### config.mk
export PLATFORM = sky130hd
export DESIGN_NAME = cla_seq_adder16
export DESIGN_NICKNAME = d
export VERILOG_FILES = /design/src/rtl/cla_seq_adder16.sv
export SDC_FILE = /design/constraint.sdc
export NUM_CORES = 1
export LEC_CHECK = 0
export CAP_MARGIN = 30
export CORE_ASPECT_RATIO = 1.1
export CORE_MARGIN = 4
export CORE_UTILIZATION = 38
export CTS_BUF_LIST = sky130_fd_sc_hd__clkbuf_8
export CTS_CLUSTER_DIAMETER = 120
export DETAILED_ROUTE_END_ITERATION = 7
export PLACE_DENSITY = 0.63
export SLEW_MARGIN = 10
export SYNTH_ARGS = -nofsm -noshare
export SYNTH_HDL_FRONTEND = slang
export SYNTH_SLANG_ARGS = --single-unit
### constraint.sdc
create_clock -name clk -period 3.9 [get_ports clk]
set_input_delay 0.39 -clock clk [delete_from_list [all_inputs] [get_ports clk]]
set_output_delay 0.39 -clock clk [all_outputs]
set_load 0.05 [all_outputs]
### src/rtl/cla_seq_adder16.sv
// Sequential 16-bit adder that pushes one nibble per cycle through an external
// 4-bit carry-lookahead adder, chaining its carry-out between nibbles.
module cla_seq_adder16 (
  input  logic        clk,
  input  logic        rst_n,
  input  logic        start,
  input  logic [15:0] a,
  input  logic [15:0] b,
  input  logic        cin,
  output logic [3:0]  cla_a,
  output logic [3:0]  cla_b,
  output logic        cla_cin,
  input  logic [3:0]  cla_s,
  input  logic        cla_c3,
  input  logic        cla_cout,
  output logic        busy,
  output logic        done,
  output logic [15:0] sum,
  output logic        cout,
  output logic        ovf
);

  typedef enum logic [1:0] {
    IDLE = 2'd0,
    ADD  = 2'd1,
    DONE = 2'd2
  } state_t;

  state_t      state_reg, state_next;
  logic [15:0] a_reg, b_reg, sum_reg;
  logic        cin_reg, carry_reg, cout_reg, ovf_reg;
  logic [1:0]  idx_reg;
  logic        accept;

  logic [3:0]  a_nib [4];
  logic [3:0]  b_nib [4];

  generate
    for (genvar gi = 0; gi < 4; gi++) begin : g_nib
      assign a_nib[gi] = a_reg[4*gi +: 4];
      assign b_nib[gi] = b_reg[4*gi +: 4];
    end
  endgenerate

  // A new request is taken in IDLE or DONE, never mid-addition.
  assign accept = start && (state_reg != ADD);

  always_ff @(posedge clk or negedge rst_n) begin
    if (!rst_n) begin
      state_reg <= IDLE;
    end else begin
      state_reg <= state_next;
    end
  end

  always_comb begin
    state_next = state_reg;
    case (state_reg)
      IDLE:    if (accept) state_next = ADD;
      ADD:     if (idx_reg == 2'd3) state_next = DONE;
      DONE:    state_next = accept ? ADD : IDLE;
      default: state_next = IDLE;
    endcase
  end

  always_ff @(posedge clk or negedge rst_n) begin
    if (!rst_n) begin
      a_reg     <= '0;
      b_reg     <= '0;
      cin_reg   <= 1'b0;
      idx_reg   <= 2'd0;
      carry_reg <= 1'b0;
      sum_reg   <= '0;
      cout_reg  <= 1'b0;
      ovf_reg   <= 1'b0;
    end else if (accept) begin
      a_reg   <= a;
      b_reg   <= b;
      cin_reg <= cin;
      idx_reg <= 2'd0;
    end else if (state_reg == ADD) begin
      sum_reg[{idx_reg, 2'b00} +: 4] <= cla_s;
      carry_reg <= cla_cout;
      idx_reg   <= idx_reg + 2'd1;
      if (idx_reg == 2'd3) begin
        cout_reg <= cla_cout;
        ovf_reg  <= cla_c3 ^ cla_cout;
      end
    end
  end

  always_comb begin
    busy    = (state_reg == ADD);
    done    = (state_reg == DONE);
    cla_a   = 4'd0;
    cla_b   = 4'd0;
    cla_cin = 1'b0;
    if (state_reg == ADD) begin
      cla_a   = a_nib[idx_reg];
      cla_b   = b_nib[idx_reg];
      cla_cin = (idx_reg == 2'd0) ? cin_reg : carry_reg;
    end
  end

  assign sum  = sum_reg;
  assign cout = cout_reg;
  assign ovf  = ovf_reg;

endmodule

# After elaboration in Yosys (flattened, before gate mapping)
# Cells that the tools add are included.
# W data, S select, Z words.
# word_totals
reg_bits	56
in_bits	42
output_inout_bits	29
elab_cells	47
# classes
addsub	2
n_lt_le_gt_ge	1
n_eq_ne	6
shifts	2
muxes	17
bitwise_logic	3
reduce_logical	7
# ops
cell	count
$mux W4	6
$bmux W4 S2	2
$bwmux W16	1
$shift A4 B6 Y16 const A	1
$shiftx A4 B6 Y16	1
$mux W2	4
$neg A4 Y6	1
$pmux W2 S3	1
$eq A2 B2 Y1 const B	2
$logic_not A2 Y1	2
$ne A2 B1 Y1 const B	2
$reduce_and A2 Y1	2
$ge A3 B3 Y1 const B	1
$mux W1	3
$not A2 Y3	1
$reduce_and A3 Y1	1
$add A2 B1 Y2 const B	1
$eq A2 B1 Y1 const B	1
$ne A2 B2 Y1 const B	1
$reduce_bool A2 Y1	1
$logic_and A1 B1 Y1	1
$not A1 Y1	1
$xor A1 B1 Y1	1

# Longest topological paths before layout
# Gate-level depths: netlist of run 1.
# logic_depth
depth_word	5
mapped_depth	8
ltp_nobuf	5

# Least setup slack after synthesis of run 1
# Ideal clock, no wire load.
# synth_path
path_type	register to output
startpoint	register idx_reg[0]
endpoint	output port cla_cin
arrival_ns	1.953
required_ns	3.510
path_slack_ns	1.557
path_stages_with_launch	7
n_path_buf	2
path_cell_list	dfrtp_1 buf_6 buf_6 inv_1 ha_1 mux2i_1 nor2_1
# synth_between
elab_chain_len	3
# synth_lines
item	line	rtl
start, declared	32	logic [1:0] idx_reg;
start signal, assigned	84	idx_reg <= idx_reg + 2'd1;
$logic_not A2 Y1	101	cla_cin = (idx_reg == 2'd0) ? cin_reg : carry_reg;
$mux W1	101	
$mux W1	98	if (state_reg == ADD) begin
end, declared	12	output logic cla_cin,
# Every way passes these cells.

# Worst setup path after layout of run 1
# layout_path
startpoint	register state_reg[1]
endpoint	output port cla_b[3]
# layout_between
elab_chain_len	2
# layout_lines
item	line	rtl
start, declared	29	state_t state_reg, state_next;
start signal, assigned	52	state_reg <= state_next;
$eq A2 B1 Y1	98	
$mux W4	98	
end, declared	11	output logic [3:0] cla_b,
# Every way passes these cells.

==> results of run 1 <==
## layer usage
metal	wire, um	vias to the layer above	GRT usage (%)
met1	2405	835	16.79
met5	0	-	0
li1	-	848	-
met4	61	0	3.778
met3	440	6	4.366
met2	2502	55	22.68
## logic make-up (layout without fill, tap and decap cells)
group,Yosys count,in the layout
simple gates,50,50
fa+ha+maj,5,5
buf+inv,12,84
xor+xnor,1,1
compound gates,26,26
mux,53,53
flops,56,56
## cell usage in the layout (no fill, tap or decap), drive strengths merged
cell type,count
nor4b,2
bufinv,1
clkinvlp,1
mux2,36
o2bb2ai,4
and4bb,1
ha,5
nand3b,3
nor2b,1
clkbuf,5
o22ai,8
inv,4
clkinv,1
nand3,4
o31ai,1
o21ai,13
clkdlybuf4s50,69
nand2b,1
xnor2,1
nor2,4
buf,3
nand2,34
mux2i,17
dfrtp,56
## final cells by class
cell class | instances | area, sq um
Tap cell | 82 | 102.6
Timing Repair Buffer | 72 | 710.7
Multi-Input combinational cell | 135 | 1190
Clock buffer | 5 | 68.82
Clock inverter | 3 | 42.54
Fill cell | 607 | 3179
Sequential cell | 56 | 1401
Inverter | 4 | 15.01
## worst max-delay path by stage
stage | depth (start not counted) | end | startpoint | slack, ps
after floorplan | 6 | cla_cin | idx_reg[0] | 1560
after global placement | 5 | cla_b[3] | state_reg[1] | 1230
after detailed placement | 5 | cla_b[3] | state_reg[1] | 1190
after CTS | 5 | cla_b[3] | state_reg[1] | 830
after global routing | 5 | cla_b[1] | state_reg[1] | 690
final | 5 | cla_b[3] | state_reg[1] | 880
## through the flow
stage                     std cells  worst slack (ps)  hold WS, ps  cell area [sq um]
final                           357             881.6        53.32               3531
after global routing            357             694.1        84.87               3531
after CTS                       357             834.6        65.06               3531
after detailed placement        349              1190        405.2               3420
after global placement          349              1230        393.5               3420
after floorplan                 203              1557        94.41               2679
## power by group
part	leakage, nW	internal [mW]	switching (mW)
Clock	0.0541	0.190	0.187
Sequential	0.693	0.858	0.164
Combinational	0.847	0.867	1.16
==> run summary, run 1 <==
outcome - finished, final reports clean
WP buf/inv - 2
post-synth cell types - 24
setup violators final - 0
ranking of synthesized cells by area - dfrtp_1 (52%), mux2_4 (17%), mux2i_1 (6.4%)
largest family of logic cells by synthesized area - multiplexers
largest net degree at the start of global routing - 34
Synth Area in Simple Gates - 10.18%
Die Span Y - 96.06 um
Post-DRT Antenna Nets - 0
final count of pins violating max slew - 0
worst reg-to-reg setup slack - 1970 ps
synthesized cell area - 0.002679 sq mm
first drt pass iteration count - 4
most frequent cell after synthesis - dfrtp_1
slew margin rel. - 58.89%
sequential share of the synthesized area - 52.31%
Core Region - 0.006710 sq mm
Power Dens Cells - 970.8 mW/mm^2
final worst path period need - 3018 ps
Clk pin slew, worst setup/hold paths - 100 ps
final WL - 5410 um
root buf cell - clkbuf_8
Fin Clk Skew - 7.111 ps
Initial Util - 39.92%
Diodes inserted - 0
Max Clk Rate - 331.3 MHz
CP peak stage delay - 840 ps
synthesized instance count - 203
initial antenna violation count - 0
WP data arrival - 2630 ps
worst r2r dst - sum[14]
top_reg_cell synth - dfrtp_1
Overflow after GRT - 0
Leak Pwr - 1.595 nW
crit-path leading delay family - buffers and inverters
yosys warns - 0
CTS H-tree lvls - 2
# DRC - 0
routed length per instance - 15.15 um
mux contribution to synthesized area - 25.69%
Skew-Pair Late Insertion Delay - 300 ps
vias - 1,744
PortBufs - 70
Synth top area share - 52.31%
VDD IR max - 0.0006509 V
Finished Core Util - 52.62%
post-cts sizing count - 0
Synth top cells by count - dfrtp_1 (56), nand2_1 (33), mux2_4 (30)
Synth area leader - dfrtp_1
Slowest cell on crit path - clkdlybuf4s50_1
Total Routing Usage GR - 13.54%
final RePlAce weighted congestion - 0.7051
Final nets - 321
Post-synth EDFFs - 0
Synth Area in Compound Gates - 5.885%
die width - 88.06 um
worst-case clock buffer depth - 2
number of global-route vias before repair - 1,847
crit-path cells - nand2b_4, inv_1, nand2_1, o22ai_1, clkdlybuf4s50_1
Worst setup EP type - output port
total negative setup slack - 0 ps
reg2reg start - idx_reg[0]
DPL Wire Length - 4008 um
CP Launch Type - flip-flop
Final period util - 77.40%
clock sink total - 56
DR iter-0 viols - 65
Adder-Cell Fraction of Synth Area - 2.335%
Mapped Nets - 250
Slew @ Worst Pin - 616.6 ps
type of the worst min-delay path - input pin to asynchronous set/reset pin
DIE AREA - 0.008459 sq mm
Post-synth ARST share - 100.0%
CP required - 3510 ps
layout cell share with drive strength beyond 1 - 18.91%
Total Power - 3.428 mW
top-level I/O count - 71
first-pass GRT wire length - 8887 um
area added between synthesis and finish - 31.81%
reported max-cap violation count - 0
Yosys reg bits - 56
top fanout value on the critical path - 13
final hold violations - 0
vias per cell - 4.885
CTS tree - done
CTS Buf Count - 5
post-CTS setup buffers - 0
RSZ-0062 raised after global routing - false
Syn Area/Cell - 13.20 sq um
Post-CTS Hold Fix Bufs - 0
worst reg2reg path depth - 6
XOR/XNOR Fraction of Synth Area - 0.3270%
Rows - 31
Setup CP Type - flip-flop to output port
(Power assumes the default switching activity.)
==> run 2: changes to the inputs <==
- PLACE_DENSITY: 0.63 -> 0.66
- clock period: 3.9 -> 2.6 ns (I/O delays scaled with it)
==> run summary, run 2 (synthesis gave the netlist of run 1 again) <==
Skew-Pair Late Insertion Delay - 310 ps
top-level I/O count - 71
Rows - 31
final hold violations - 0
most common cell after layout, fill and taps aside - clkdlybuf4s50_1
reg2reg start - idx_reg[0]
final count of pins violating max slew - 0
Core Region - 0.006710 sq mm
worst-case clock buffer depth - 2
post-cts sizing count - 0
CP required - 2340 ps
Setup CP Type - flip-flop to output port
Total Routing Usage GR - 14.41%
Post-DP Area - 0.003525 sq mm
slew margin rel. - 59.45%
worst reg2reg path depth - 6
setup violators final - 0
Slowest cell on crit path - dfrtp_1
DR iter-0 viols - 61
Overflow after GRT - 0
number of global-route vias before repair - 1,895
Fin Clk Skew - 5.381 ps
WP data arrival - 2120 ps
Die Span Y - 96.06 um
CTS Buf Count - 5
Leak Pwr - 1.673 nW
outcome - finished, final reports clean
total negative setup slack - 0 ps
Worst setup EP type - output port
final RePlAce weighted congestion - 0.7098
# fillers - 557
PortBufs - 70
RSZ-0062 raised after global routing - false
CP peak stage delay - 430 ps
CP Launch Type - flip-flop
top fanout value on the critical path - 13
DPL Wire Length - 4148 um
Power Dens Cells - 1500 mW/mm^2
first drt pass iteration count - 4
Final period util - 91.42%
final worst-path setup slack - 223.2 ps
Max Clk Rate - 420.7 MHz
final worst path period need - 2377 ps
reported max-cap violation count - 0
vias - 1,771
Total Power - 5.503 mW
Final nets - 325
# DRC - 0
first-pass GRT wire length - 9363 um
Design Area, Final - 0.003670 sq mm
most frequent cells in the layout - clkdlybuf4s50_1 (60), dfrtp_1 (56), nand2_1 (33), mux2_4 (30), mux2i_1 (17)
post-CTS setup buffers - 0
Slew @ Worst Pin - 608.2 ps
layout cell share with drive strength beyond 1 - 22.58%
worst r2r dst - sum[13]
Clk pin slew, worst setup/hold paths - 100 ps
routed length per instance - 15.60 um
die width - 88.06 um
worst slack, placed - 547.6 ps
VDD IR max - 0.001032 V
CTS tree - done
area added between synthesis and finish - 36.99%
DIE AREA - 0.008459 sq mm
Initial Util - 39.92%
initial antenna violation count - 0
type of the worst min-delay path - input pin to asynchronous set/reset pin
CTS H-tree lvls - 2
Diodes inserted - 0
vias per cell - 4.906
clock sink total - 56
crit-path cells - nand2b_4, inv_1, nand2_1, o22ai_1, buf_12
worst reg-to-reg setup slack - 840 ps
largest net degree at the start of global routing - 45
final WL - 5632 um
Post-DRT Antenna Nets - 0
root buf cell - clkbuf_8
==> run 2: changes by cell type in the layout (fill, tap and decap cells not counted) <==
cell             previous run  this run
clkdlybuf4s50_1            69        60
inv_1                       4         5
buf_16                      0         1
buf_4                       2         4
buf_12                      0         9
dlygate4sd3_1               0         1
clkinvlp_4                  1         0
==> run 2: metal layers <==
layer | part of all wire (%) | vias to the layer above | global-route usage, %
li1 | - | 863 | -
met1 | 45 | 841 | 19.54
met2 | 46 | 59 | 22.30
met3 | 7.3 | 8 | 4.452
met4 | 1.2 | 0 | 4.156
met5 | 0 | - | 0
==> run 2: worst max-delay path: cells and delay by family, from the launching register on <==
family	cells	cell delay, ps
AND/OR/NAND/NOR	2	510
buffers and inverters	2	480
flip-flops	1	430
AO/OA/AOI/OAI	1	380
==> run 2: what timing repair did <==
item,in CTS,in global routing
endpoints found under the hold margin,0,23
hold buffers,0,1
endpoints found under the setup margin,0,0
==> run 2: power by group <==
group	switching (mW)	leakage, nW	internal [mW]
combinational	1.83	0.920	1.57
clock	0.280	0.0593	0.283
sequential	0.253	0.693	1.29
total	2.36	1.67	3.14
==> run 2: worst max path at each step <==
stage	startpoint	end	cells after the start
after floorplan	idx_reg[0]	cla_cin	6
after global placement	state_reg[1]	busy	3
after detailed placement	state_reg[1]	cla_b[3]	5
after CTS	state_reg[1]	cla_b[3]	5
after global routing	state_reg[0]	cla_b[2]	5
final	state_reg[1]	cla_b[2]	5
==> run 2: final cells by class <==
class | instances | area, sq um | share of cell area, %
Sequential cell | 56 | 1401 | 38.19
Timing Repair Buffer | 76 | 853.3 | 23.25
Clock inverter | 3 | 38.79 | 1.057
Tap cell | 82 | 102.6 | 2.796
Multi-Input combinational cell | 135 | 1190 | 32.42
Clock buffer | 5 | 68.82 | 1.875
Inverter | 4 | 15.01 | 0.4091
==> run 2: stage by stage <==
stage / std cells / util [%] / hold WS (ps)
4_1_cts: 359 / 54.13 / 139.6
2_1_floorplan: 203 / - / -35.59
6_report: 361 / 54.69 / 487.7
3_3_place_gp: 351 / 52.53 / 463.2
5_1_grt: 361 / 54.69 / 524.9
3_5_place_dp: 351 / 52.53 / 465.0
